### config.mk
export PLATFORM = sky130hd
export DESIGN_NAME = ifu_fetch_ctrl
export DESIGN_NICKNAME = d
export VERILOG_FILES = /design/src/rtl/ifu_fetch_ctrl_pkg.sv /design/src/rtl/ifu_fetch_ctrl.sv
export SDC_FILE = /design/constraint.sdc
export NUM_CORES = 1
export LEC_CHECK = 0
export CAP_MARGIN = 30
export CORE_AREA = 2 2 132 134
export CTS_CLUSTER_DIAMETER = 100
export DETAILED_ROUTE_END_ITERATION = 6
export DIE_AREA = 0 0 134 136
export SLEW_MARGIN = 20
export SYNTH_ARGS = -nofsm -noshare
export SYNTH_HDL_FRONTEND = slang
export SYNTH_SLANG_ARGS = --single-unit
export TNS_END_PERCENT = 5
### constraint.sdc
create_clock -name clk_i -period 5.1 [get_ports clk_i]
set_input_delay 1.02 -clock clk_i [delete_from_list [all_inputs] [get_ports clk_i]]
set_output_delay 1.02 -clock clk_i [all_outputs]
set_load 0.05 [all_outputs]
### src/rtl/ifu_fetch_ctrl_pkg.sv
// ----------------------------------------------------------------------------
// ifu_fetch_ctrl_pkg
// Shared definitions for the instruction-fetch sequencing controller:
//   - default PC / instruction widths
//   - IFU_RESET_PC, the first fetch address after reset
//   - the 2-bit fetch FSM state encodings (REQ, WAIT, HOLD)
// ----------------------------------------------------------------------------
package ifu_fetch_ctrl_pkg;

    localparam int          IFU_PC_WIDTH    = 32;
    localparam int          IFU_INSTR_WIDTH = 32;
    localparam logic [31:0] IFU_RESET_PC    = 32'h8000_0000;

    typedef enum logic [1:0] {
        ST_REQ  = 2'd0,
        ST_WAIT = 2'd1,
        ST_HOLD = 2'd2
    } ifu_state_e;

endpackage : ifu_fetch_ctrl_pkg

### src/rtl/ifu_fetch_ctrl.sv
// ----------------------------------------------------------------------------
// ifu_fetch_ctrl
// Sequencing controller for the instruction-fetch stage. Owns the fetch PC,
// issues one outstanding request at a time, buffers the returned instruction
// and presents it to the next-PC / mini-decode logic and to the IF/ID register.
// EXU redirects override everything else.
//
// Ports:
//   clk_i, rst_i                 clock (rising edge), async active-high reset
//   ifu_req_valid_o/ready_i      fetch request handshake
//   ifu_req_pc_o                 fetch address (word aligned)
//   ifu_rsp_valid_i/instr_i/err_i  fetch response (one per accepted request)
//   fetch_pc_o, fetch_instr_o    buffered PC / instruction to next-PC logic
//   pc_next_i                    predicted next PC from next-PC logic
//   ifid_valid_o/ready_i         handshake to the IF/ID register
//   ifid_instr_o/pc_o/err_o      payload to the IF/ID register
//   redirect_valid_i/pc_i        EXU flush and redirect target
// ----------------------------------------------------------------------------
module ifu_fetch_ctrl
    import ifu_fetch_ctrl_pkg::*;
#(
    parameter int                   PC_WIDTH    = IFU_PC_WIDTH,
    parameter int                   INSTR_WIDTH = IFU_INSTR_WIDTH,
    parameter logic [PC_WIDTH-1:0]  RESET_PC    = PC_WIDTH'(IFU_RESET_PC)
) (
    input  logic                    clk_i,
    input  logic                    rst_i,

    output logic                    ifu_req_valid_o,
    input  logic                    ifu_req_ready_i,
    output logic [PC_WIDTH-1:0]     ifu_req_pc_o,

    input  logic                    ifu_rsp_valid_i,
    input  logic [INSTR_WIDTH-1:0]  ifu_rsp_instr_i,
    input  logic                    ifu_rsp_err_i,

    output logic [PC_WIDTH-1:0]     fetch_pc_o,
    output logic [INSTR_WIDTH-1:0]  fetch_instr_o,
    input  logic [PC_WIDTH-1:0]     pc_next_i,

    output logic                    ifid_valid_o,
    input  logic                    ifid_ready_i,
    output logic [INSTR_WIDTH-1:0]  ifid_instr_o,
    output logic [PC_WIDTH-1:0]     ifid_pc_o,
    output logic                    ifid_err_o,

    input  logic                    redirect_valid_i,
    input  logic [PC_WIDTH-1:0]     redirect_pc_i
);

    // Clears bits [1:0] of any incoming target so fetches stay word aligned.
    localparam logic [PC_WIDTH-1:0] ALIGN_MASK = ~PC_WIDTH'(3);

    ifu_state_e             state_q, state_d;
    logic [PC_WIDTH-1:0]    pc_q, pc_d;
    logic [PC_WIDTH-1:0]    buf_pc_q, buf_pc_d;
    logic [INSTR_WIDTH-1:0] buf_instr_q, buf_instr_d;
    logic                   buf_err_q, buf_err_d;
    logic                   drop_q, drop_d;
    logic                   req_fire;
    logic                   ifid_fire;

    // A redirect kills both handshakes in the same cycle. The request valid
    // is also gated by rst_i because the reset state is REQ.
    assign ifu_req_valid_o = (state_q == ST_REQ) && !redirect_valid_i && !rst_i;
    assign ifid_valid_o    = (state_q == ST_HOLD) && !redirect_valid_i;
    assign req_fire        = ifu_req_valid_o && ifu_req_ready_i;
    assign ifid_fire       = ifid_valid_o && ifid_ready_i;

    assign ifu_req_pc_o  = pc_q;
    assign fetch_pc_o    = buf_pc_q;
    assign fetch_instr_o = buf_instr_q;
    assign ifid_pc_o     = buf_pc_q;
    assign ifid_instr_o  = buf_instr_q;
    assign ifid_err_o    = buf_err_q;

    // State and buffer registers.
    always_ff @(posedge clk_i or posedge rst_i) begin
        if (rst_i) begin
            state_q     <= ST_REQ;
            pc_q        <= RESET_PC;
            buf_pc_q    <= '0;
            buf_instr_q <= '0;
            buf_err_q   <= 1'b0;
            drop_q      <= 1'b0;
        end else begin
            state_q     <= state_d;
            pc_q        <= pc_d;
            buf_pc_q    <= buf_pc_d;
            buf_instr_q <= buf_instr_d;
            buf_err_q   <= buf_err_d;
            drop_q      <= drop_d;
        end
    end

    // Next-state logic. A redirect while a request is outstanding and no
    // response has arrived arms drop_q so the stale response is swallowed;
    // since only one request is ever outstanding, drop_q is a single flag.
    always_comb begin
        state_d     = state_q;
        pc_d        = pc_q;
        buf_pc_d    = buf_pc_q;
        buf_instr_d = buf_instr_q;
        buf_err_d   = buf_err_q;
        drop_d      = drop_q;

        if (redirect_valid_i) begin
            pc_d = redirect_pc_i & ALIGN_MASK;
            unique case (state_q)
                ST_REQ: state_d = ST_REQ;
                ST_WAIT: begin
                    if (ifu_rsp_valid_i) begin
                        state_d = ST_REQ;
                        drop_d  = 1'b0;
                    end else begin
                        drop_d  = 1'b1;
                    end
                end
                ST_HOLD: state_d = ST_REQ;
                default: state_d = ST_REQ;
            endcase
        end else begin
            unique case (state_q)
                ST_REQ: begin
                    if (req_fire) begin
                        buf_pc_d = pc_q;
                        state_d  = ST_WAIT;
                    end
                end
                ST_WAIT: begin
                    if (ifu_rsp_valid_i) begin
                        if (drop_q) begin
                            drop_d  = 1'b0;
                            state_d = ST_REQ;
                        end else begin
                            buf_instr_d = ifu_rsp_instr_i;
                            buf_err_d   = ifu_rsp_err_i;
                            state_d     = ST_HOLD;
                        end
                    end
                end
                ST_HOLD: begin
                    if (ifid_fire) begin
                        pc_d    = pc_next_i & ALIGN_MASK;
                        state_d = ST_REQ;
                    end
                end
                default: state_d = ST_REQ;
            endcase
        end
    end

`ifndef SYNTHESIS
    // Responses are only legal while a request is outstanding.
    rsp_only_in_wait: assert property (@(posedge clk_i) disable iff (rst_i)
        !(ifu_rsp_valid_i && (state_q != ST_WAIT)));
`endif

endmodule : ifu_fetch_ctrl

==> results.json, run 1 <==
{
  "status": "completed",
  "synth.area.top_cells": "dfrtp_1 51%, mux2_2 23%, buf_4 11%",
  "synthAdderAreaFrac_pct": 0,
  "path_buf_inv": 2,
  "drive_gt1_share_pct": 28.8,
  "path_clk_slew_ns": 0.07,
  "numCtsBuffers": 9,
  "fin_area_um2": 7210,
  "p_per_area_nw_per_um2": 632,
  "io_buffer_count": 255,
  "yosysTopAreaCell": "dfrtp_1",
  "hold_path_class": "reg2reg",
  "crit_path_max_fanout": 2,
  "num_rows": 48,
  "synth-main-ff-cell": "dfrtp_1",
  "ys_ff_latch": 96,
  "synth_compound_area_share_pct": 0.568,
  "path_cells": "clkdlybuf4s50_1 -> nor4_4 -> clkdlybuf4s50_1",
  "finalSetupViolCount": 0,
  "fp.coreArea_um2": 16900,
  "rsz0062_at_grt": "false",
  "die_area_um2": 18200,
  "ir_worst_vdd_uv": 378,
  "grt_pass1_wl_mm": 17.5,
  "crit_path_top_delay_cell": "clkdlybuf4s50_1",
  "cts_root_buf": "clkbuf_16",
  "ios": 266,
  "overflow": 0,
  "fp.dieW_um": 134,
  "area_growth_pct": 55.7,
  "cts_tree": "done",
  "first_iter_violations": 60,
  "via_per_inst": 4.14,
  "syn_inst": 318,
  "ys_types": 21,
  "timing.fmax_mhz": 275,
  "synthMostInstantiatedCell": "dfrtp_1",
  "fin_skew_ns": 0.00649,
  "r2r_setup_slack_ns": 3.17,
  "critPathArrivalTime_ns": 2.62,
  "die_h_um": 136,
  "hold_buffers": 0,
  "worstSetupPathType": "in2out",
  "first_global_vias": 3209,
  "worst_path_dominant_cell_family": "buffers and inverters",
  "clock_latency_ns": 0.34,
  "drv_slew": 0,
  "fin_crit_ns": 3.64,
  "fin_crit_sh_pct": 71.3,
  "avgSynthCellArea_um2": 14.6,
  "post_cts_buffers": 0,
  "clock-sinks": 96,
  "critPathCaptureType": "output pin",
  "start_util_pct": 27.4,
  "cpMostUsedCell": "clkdlybuf4s50_1",
  "cap_violations": 0,
  "drt-total-wl_mm": 11.4,
  "max_slew_margin_pct": 54.1,
  "hold_viol": 0,
  "clockBufferDepth": 2,
  "synth_top_family_by_area": "multiplexers",
  "syn_area_um2": 4630,
  "num_antenna_cells": 0,
  "dp_hpwl_mm": 8.54,
  "tightest_slew_ns": 0.689,
  "postPlaceCellArea_um2": 6940,
  "fin_tns_setup_ns": 0,
  "final_nets": 616,
  "synth-xor-area-share_pct": 0,
  "seq_area_frac_synth_pct": 51.9,
  "htreeDepth": 3,
  "grt_max_degree": 57,
  "startpoint_type": "input pin",
  "postRouteAntennaNets": 0,
  "cp_data_required_time_ns": 4.08,
  "synthMuxAreaShare_pct": 32.4,
  "async_reset_ff_share_pct": 100,
  "antenna_found_initial": 0,
  "grt.total_usage_pct": 12.6,
  "cts_resized": 0,
  "routedWlPerCell_um": 15.4,
  "num_vias": 3079,
  "dr.pass1.iters": 4,
  "ys_top_cells_by_count": "95 x dfrtp_1, 93 x mux2_2, 68 x buf_4",
  "power.leakage_nw": 3.02,
  "drcViolationCount": 0,
  "cp_slowest_stage_delay_ns": 0.88,
  "place_congestion": 0.746,
  "synth_top_area_share_pct": 51.4,
  "synth-edff-count": 0,
  "synth_warnings": 0,
  "synth-simple-area-share_pct": 1.46
}
==> cell type report <==
class	instances	area [um^2]
fillers	1552	9670
repair buffers	260	2610
well taps	225	282
flip-flops and latches	96	2400
multi-input cells	143	1630
clock inverters	5	35.0
inverters	3	13.8
clock buffers	11	233
==> metrics by stage <==
stage	hold slack (ns)	utilization (%)	power (W)	std cells	setup slack, ns
5_1_grt	0.547	42.7	0.00473	743	1.42
2_1_floorplan	0.492	-	0.00325	323	1.56
3_5_place_dp	0.509	41.1	0.00398	727	1.46
6_report	0.523	42.7	0.00456	743	1.46
3_3_place_gp	0.495	40.9	0.00396	725	1.48
4_1_cts	0.528	42.7	0.00462	743	1.44
==> logic make-up (layout without fill, tap and decap cells) <==
kind of cell	Yosys count	count (layout)
mux	123	123
flops	96	96
buf+inv	84	279
simple gates	9	9
compound gates	5	5
other cells	1	6
==> metal layers <==
layer | global-route usage, % | up-vias | routed length, um
met5 | 0 | - | 0
met4 | 5.20 | 0 | 197
met3 | 4.25 | 14 | 1110
met2 | 21.2 | 176 | 5500
met1 | 14.7 | 1486 | 4640
li1 | - | 1403 | -
==> sequential cells by signal (all words and copies together) (netlist names) <==
name           count
drop_q             1
fetch_instr_o     32
fetch_pc_o        30
ifid_err_o         1
ifu_req_pc_o      30
state_q            2
==> worst paths after layout <==
path                       startpoint               end  cells past startpoint
setup reg to reg           state_q[0]  ifu_req_pc_o[12]                      4
hold / removal             ifid_err_o        ifid_err_o                      1
hold reg to reg            ifid_err_o        ifid_err_o                      1
min in group asynchronous       rst_i        state_q[0]                      2
max in group asynchronous       rst_i  ifu_req_pc_o[31]                      3
setup / recovery                rst_i   ifu_req_valid_o                      3
==> where the power goes <==
part / leakage, nW / total (W) / switching [W] / internal (W)
combinational: 1.76 / 0.00276 / 0.00178 / 0.000975
sequential: 1.15 / 0.00119 / 0.000195 / 0.000992
clock: 0.118 / 0.000615 / 0.000285 / 0.000330
==> layout by cell type, fill, tap and decap left out, types with 2 or more instances in the layout <==
cell type / synthesis / layout
a21oi_1: 3 / 3
buf_12: 0 / 2
buf_4: 68 / 3
clkbuf_1: 1 / 2
clkbuf_16: 0 / 9
clkdlybuf4s50_1: 0 / 254
clkinvlp_4: 0 / 4
conb_1: 1 / 6
dfrtp_1: 95 / 95
inv_1: 3 / 2
mux2_2: 93 / 93
mux2_4: 30 / 30
nor2_1: 2 / 2
(Power assumes the default switching activity.)
==> run 2: changes to the inputs <==
==> constraint.sdc (replaced) <==
create_clock -name clk_i -period 3.05 [get_ports clk_i]
set_input_delay 0.61 -clock clk_i [delete_from_list [all_inputs] [get_ports clk_i]]
set_output_delay 0.61 -clock clk_i [all_outputs]
set_load 0.05 [all_outputs]
==> results.json, run 2 (same netlist as run 1, synthesis figures left out) <==
{
  "post_cts_buffers": 0,
  "hold_buffers": 0,
  "hold_viol": 0,
  "io_buffer_count": 255,
  "critPathArrivalTime_ns": 1.71,
  "cp_slowest_stage_delay_ns": 0.82,
  "r2r_cells": 4,
  "grt_max_degree": 54,
  "rsz0062_at_grt": "false",
  "area_growth_pct": 56.7,
  "via_per_inst": 4.19,
  "reg2reg_from": "state_q[0]",
  "num_vias": 3121,
  "fin_tns_setup_ns": 0,
  "largest_reg_flops": 32,
  "fp.coreArea_um2": 16900,
  "placed_cells_incl_taps": 728,
  "crit_path_top_delay_cell": "clkdlybuf4s50_1",
  "place_congestion": 0.737,
  "die_area_um2": 18200,
  "drv_slew": 0,
  "num_antenna_cells": 0,
  "cts_resized": 0,
  "cap_violations": 0,
  "grt_pass1_wl_mm": 17.9,
  "htreeDepth": 3,
  "r2r_setup_slack_ns": 1.36,
  "critPathCaptureType": "output pin",
  "drcViolationCount": 0,
  "worstSetupPathType": "reg2out",
  "crit_path_max_fanout": 3,
  "die_h_um": 136,
  "finalSetupViolCount": 0,
  "path_cells": "clkdlybuf4s50_1",
  "reg2reg_to": "fetch_pc_o[30]",
  "ios": 266,
  "grt.total_usage_pct": 12.8,
  "final_cells": 744,
  "max_slew_margin_pct": 54.3,
  "antenna_found_initial": 0,
  "timing.fmax_mhz": 432,
  "ir_worst_vdd_uv": 542,
  "worstHoldEndpoint": "ifid_err_o",
  "final_common_cell": "clkdlybuf4s50_1",
  "hold_path_class": "reg2reg",
  "clock-sinks": 96,
  "cp_data_required_time_ns": 2.44,
  "final_cell_mix": "252 x clkdlybuf4s50_1, 95 x dfrtp_1, 93 x mux2_2, 30 x mux2_4, 9 x clkbuf_16",
  "final_nets": 617,
  "dp_hpwl_mm": 8.56,
  "first_global_vias": 3263,
  "num_rows": 48,
  "p_total_w": 0.00775,
  "worstHoldStart": "ifid_err_o",
  "path_buf_inv": 1,
  "startpoint_type": "register",
  "fp.dieW_um": 134,
  "fin_crit_ns": 2.32,
  "fin_skew_ns": 0.00963,
  "path_clk_slew_ns": 0.07,
  "tightest_slew_ns": 0.685,
  "nFillCells": 1538,
  "clock_latency_ns": 0.34,
  "dr.pass1.iters": 3,
  "cts_root_buf": "clkbuf_16",
  "fin_crit_sh_pct": 75.9,
  "clockBufferDepth": 2,
  "p_per_area_nw_per_um2": 1070,
  "numCtsBuffers": 9,
  "start_util_pct": 27.4,
  "routedWlPerCell_um": 15.7,
  "cts_tree": "done",
  "status": "completed",
  "first_iter_violations": 62,
  "worst_path_dominant_cell_family": "buffers and inverters",
  "holdWs_ns": 0.516,
  "drive_gt1_share_pct": 29.3,
  "postRouteAntennaNets": 0,
  "power.leakage_nw": 3.05,
  "hold_depth": 1,
  "drt-total-wl_mm": 11.7,
  "overflow": 0
}
run 2: changes by cell type in the layout (fill, tap and decap cells not counted), sizes merged:
cell and change:
buf +3, bufinv +1, clkbuf +1, clkdlybuf4s50 -2
clkinvlp -1, inv -1
run 2: power by group:
group / switching, W / internal (W)
Combinational: 0.00299 / 0.00163
Clock: 0.000494 / 0.000661
Sequential: 0.000319 / 0.00166
Total: 0.00380 / 0.00395
run 2: per-stage QoR:
stage / instance area, um^2 / setup WS, ns / util (%)
5_1_grt: 7250 / 0.704 / 43.0
3_5_place_dp: 6950 / 0.784 / 41.2
3_3_place_gp: 6950 / 0.814 / 41.2
2_1_floorplan: 4650 / 0.665 / -
6_report: 7250 / 0.734 / 43.0
4_1_cts: 7250 / 0.710 / 43.0
run 2: area by class of cell:
| type | count | area, um^2 | area share (%) |
|---|---|---|---|
| inverters | 3 | 15.0 | 0.207 |
| flip-flops and latches | 96 | 2400 | 33.1 |
| repair buffers | 261 | 2630 | 36.2 |
| multi-input cells | 143 | 1630 | 22.5 |
| well taps | 225 | 282 | 3.88 |
| clock inverters | 4 | 53.8 | 0.742 |
| clock buffers | 12 | 246 | 3.40 |
run 2: worst max-delay path by stage:
stage / startpoint / endpoint / slack [ns] / cells past startpoint
finish: ifu_req_pc_o[31] / ifu_req_pc_o[31] / 0.73 / 1
global route: ifu_req_pc_o[31] / ifu_req_pc_o[31] / 0.70 / 1
CTS: ifu_req_pc_o[31] / ifu_req_pc_o[31] / 0.71 / 1
detailed placement: rst_i / fetch_pc_o[10] / 0.78 / 5
global placement: redirect_valid_i / ifu_req_pc_o[16] / 0.81 / 4
floorplan: rst_i / state_q[0] / 0.66 / 3
run 2: layer usage:
layer | vias to the layer above | GRT usage (%) | wire (um)
met2 | 165 | 21.5 | 5730
met1 | 1537 | 15.5 | 4840
met5 | - | 0 | 0
met4 | 0 | 5.32 | 160
met3 | 9 | 3.47 | 969
li1 | 1410 | - | -
==> patch (config.mk and constraints of run 2) <==
`IFU_PC_WIDTH`: 32 -> 16.
--- a/src/rtl/ifu_fetch_ctrl_pkg.sv
+++ b/src/rtl/ifu_fetch_ctrl_pkg.sv
@@ -7,7 +7,7 @@
 // ----------------------------------------------------------------------------
 package ifu_fetch_ctrl_pkg;
 
-    localparam int          IFU_PC_WIDTH    = 32;
+    localparam int          IFU_PC_WIDTH    = 16;
     localparam int          IFU_INSTR_WIDTH = 32;
     localparam logic [31:0] IFU_RESET_PC    = 32'h8000_0000;
 
Ports: changed (5 resized); port bits go from 266 to 186. No check against the original RTL was run, so the function may have changed too.
==> patch against run 2 <==
- count of clock-buffer cells in the layout stayed put
- register-to-register slack worse by 30 ps
- synthesized cell count is 32% lower
- area after synthesis is 34% lower
- sequential cell count is 32 lower
- worst setup slack worse by 41 ps
- die area stayed put
- sequential share of layout area is 1.5 points lower
- power is 23% lower
- design area is 30% lower
- routed wire length is 37% lower
- cell count is 22% lower
==> patch: results <==
group,metric,value,unit
layout,drive_gt1_share,28.0,%
layout,multi_input_area,1000,um2
run_status,status,"finished clean",
detailed_routing,drtIter0Drc,19,
placed_design,placedCellCount,567,
grt,grt_max_degree,40,
power_and_ir_drop,switching_share,47.3,%
detailed_routing,wirelength,7.35,mm
grt,met2_usage,13.2,%
layout,nNetsFinal,424,
yosys,seq_area_frac_synth,52.5,%
placed_design,port_buffers,175,
power_and_ir_drop,ir_worst_vdd,0.550,mV
setup_path,cp_max_fo,6,
detailed_routing,routed_via_density,3.53,
power_and_ir_drop,pg_comb,3.43,mW
power_and_ir_drop,clkPwrFrac,19.6,%
placed_design,place_worst_setup_slack,549,ps
grt,grt_pass1_vias,2153,
layout,num-nonclk-buffers,180,
layout,nMultiInputCombCells,95,
sta,clock_skew,6.06,ps
grt,met1_usage,8.90,%
placed_design,gp_congestion,0.693,
layout,fillers,1698,
placed_design,dpl.hpwl,5.60,mm
layout,flops_and_latches,64,
layout,instances_no_fill,582,
layout,finish.utilization,30.0,%
sta,fin_crit,2360,ps
setup_path,arrival,1750,ps
layout,final-nonclk-buf-share,36.0,%
placed_design,placed_area,4720,um2
setup_path,startpoint,"redirect_valid_i",
setup_path,r2r_cells,3,
setup_path,crit_end,"ifu_req_valid_o",
detailed_routing,wl_met1,2.90,mm
grt,grt_pass1_wl,11.1,mm
yosys,synth_cell_types,19,
patch: cell count changes after synthesis, moves of 2 or more:
cell | before | now
buf_2 | 5 | 0
buf_4 | 68 | 53
buf_6 | 7 | 5
dfrtp_1 | 95 | 64
mux2_2 | 93 | 65
mux2_4 | 30 | 10
patch: worst min-delay path by stage:
stage	endpoint	slack (ps)	cells past startpoint
floorplan	drop_q	490	2
global placement	ifid_err_o	490	1
detailed placement	ifid_err_o	500	1
CTS	ifid_err_o	510	1
global route	ifid_err_o	530	1
finish	ifid_err_o	510	1
patch: cell families (layout without fill, tap and decap cells):
group	Yosys count	count (layout)	share of synthesized area, %
AOI/OAI and AO/OA	5	5	0.861
buffers and inverters	62	198	15.4
DFF	64	64	52.5
muxes	75	75	28.9
other	1	6	0.123
and+or+nand+nor	9	9	2.22
patch: critical path, cell delays in order:
cell,delay [ps]
clkdlybuf4s50_1,550
nor4_4,400
buf_12,180
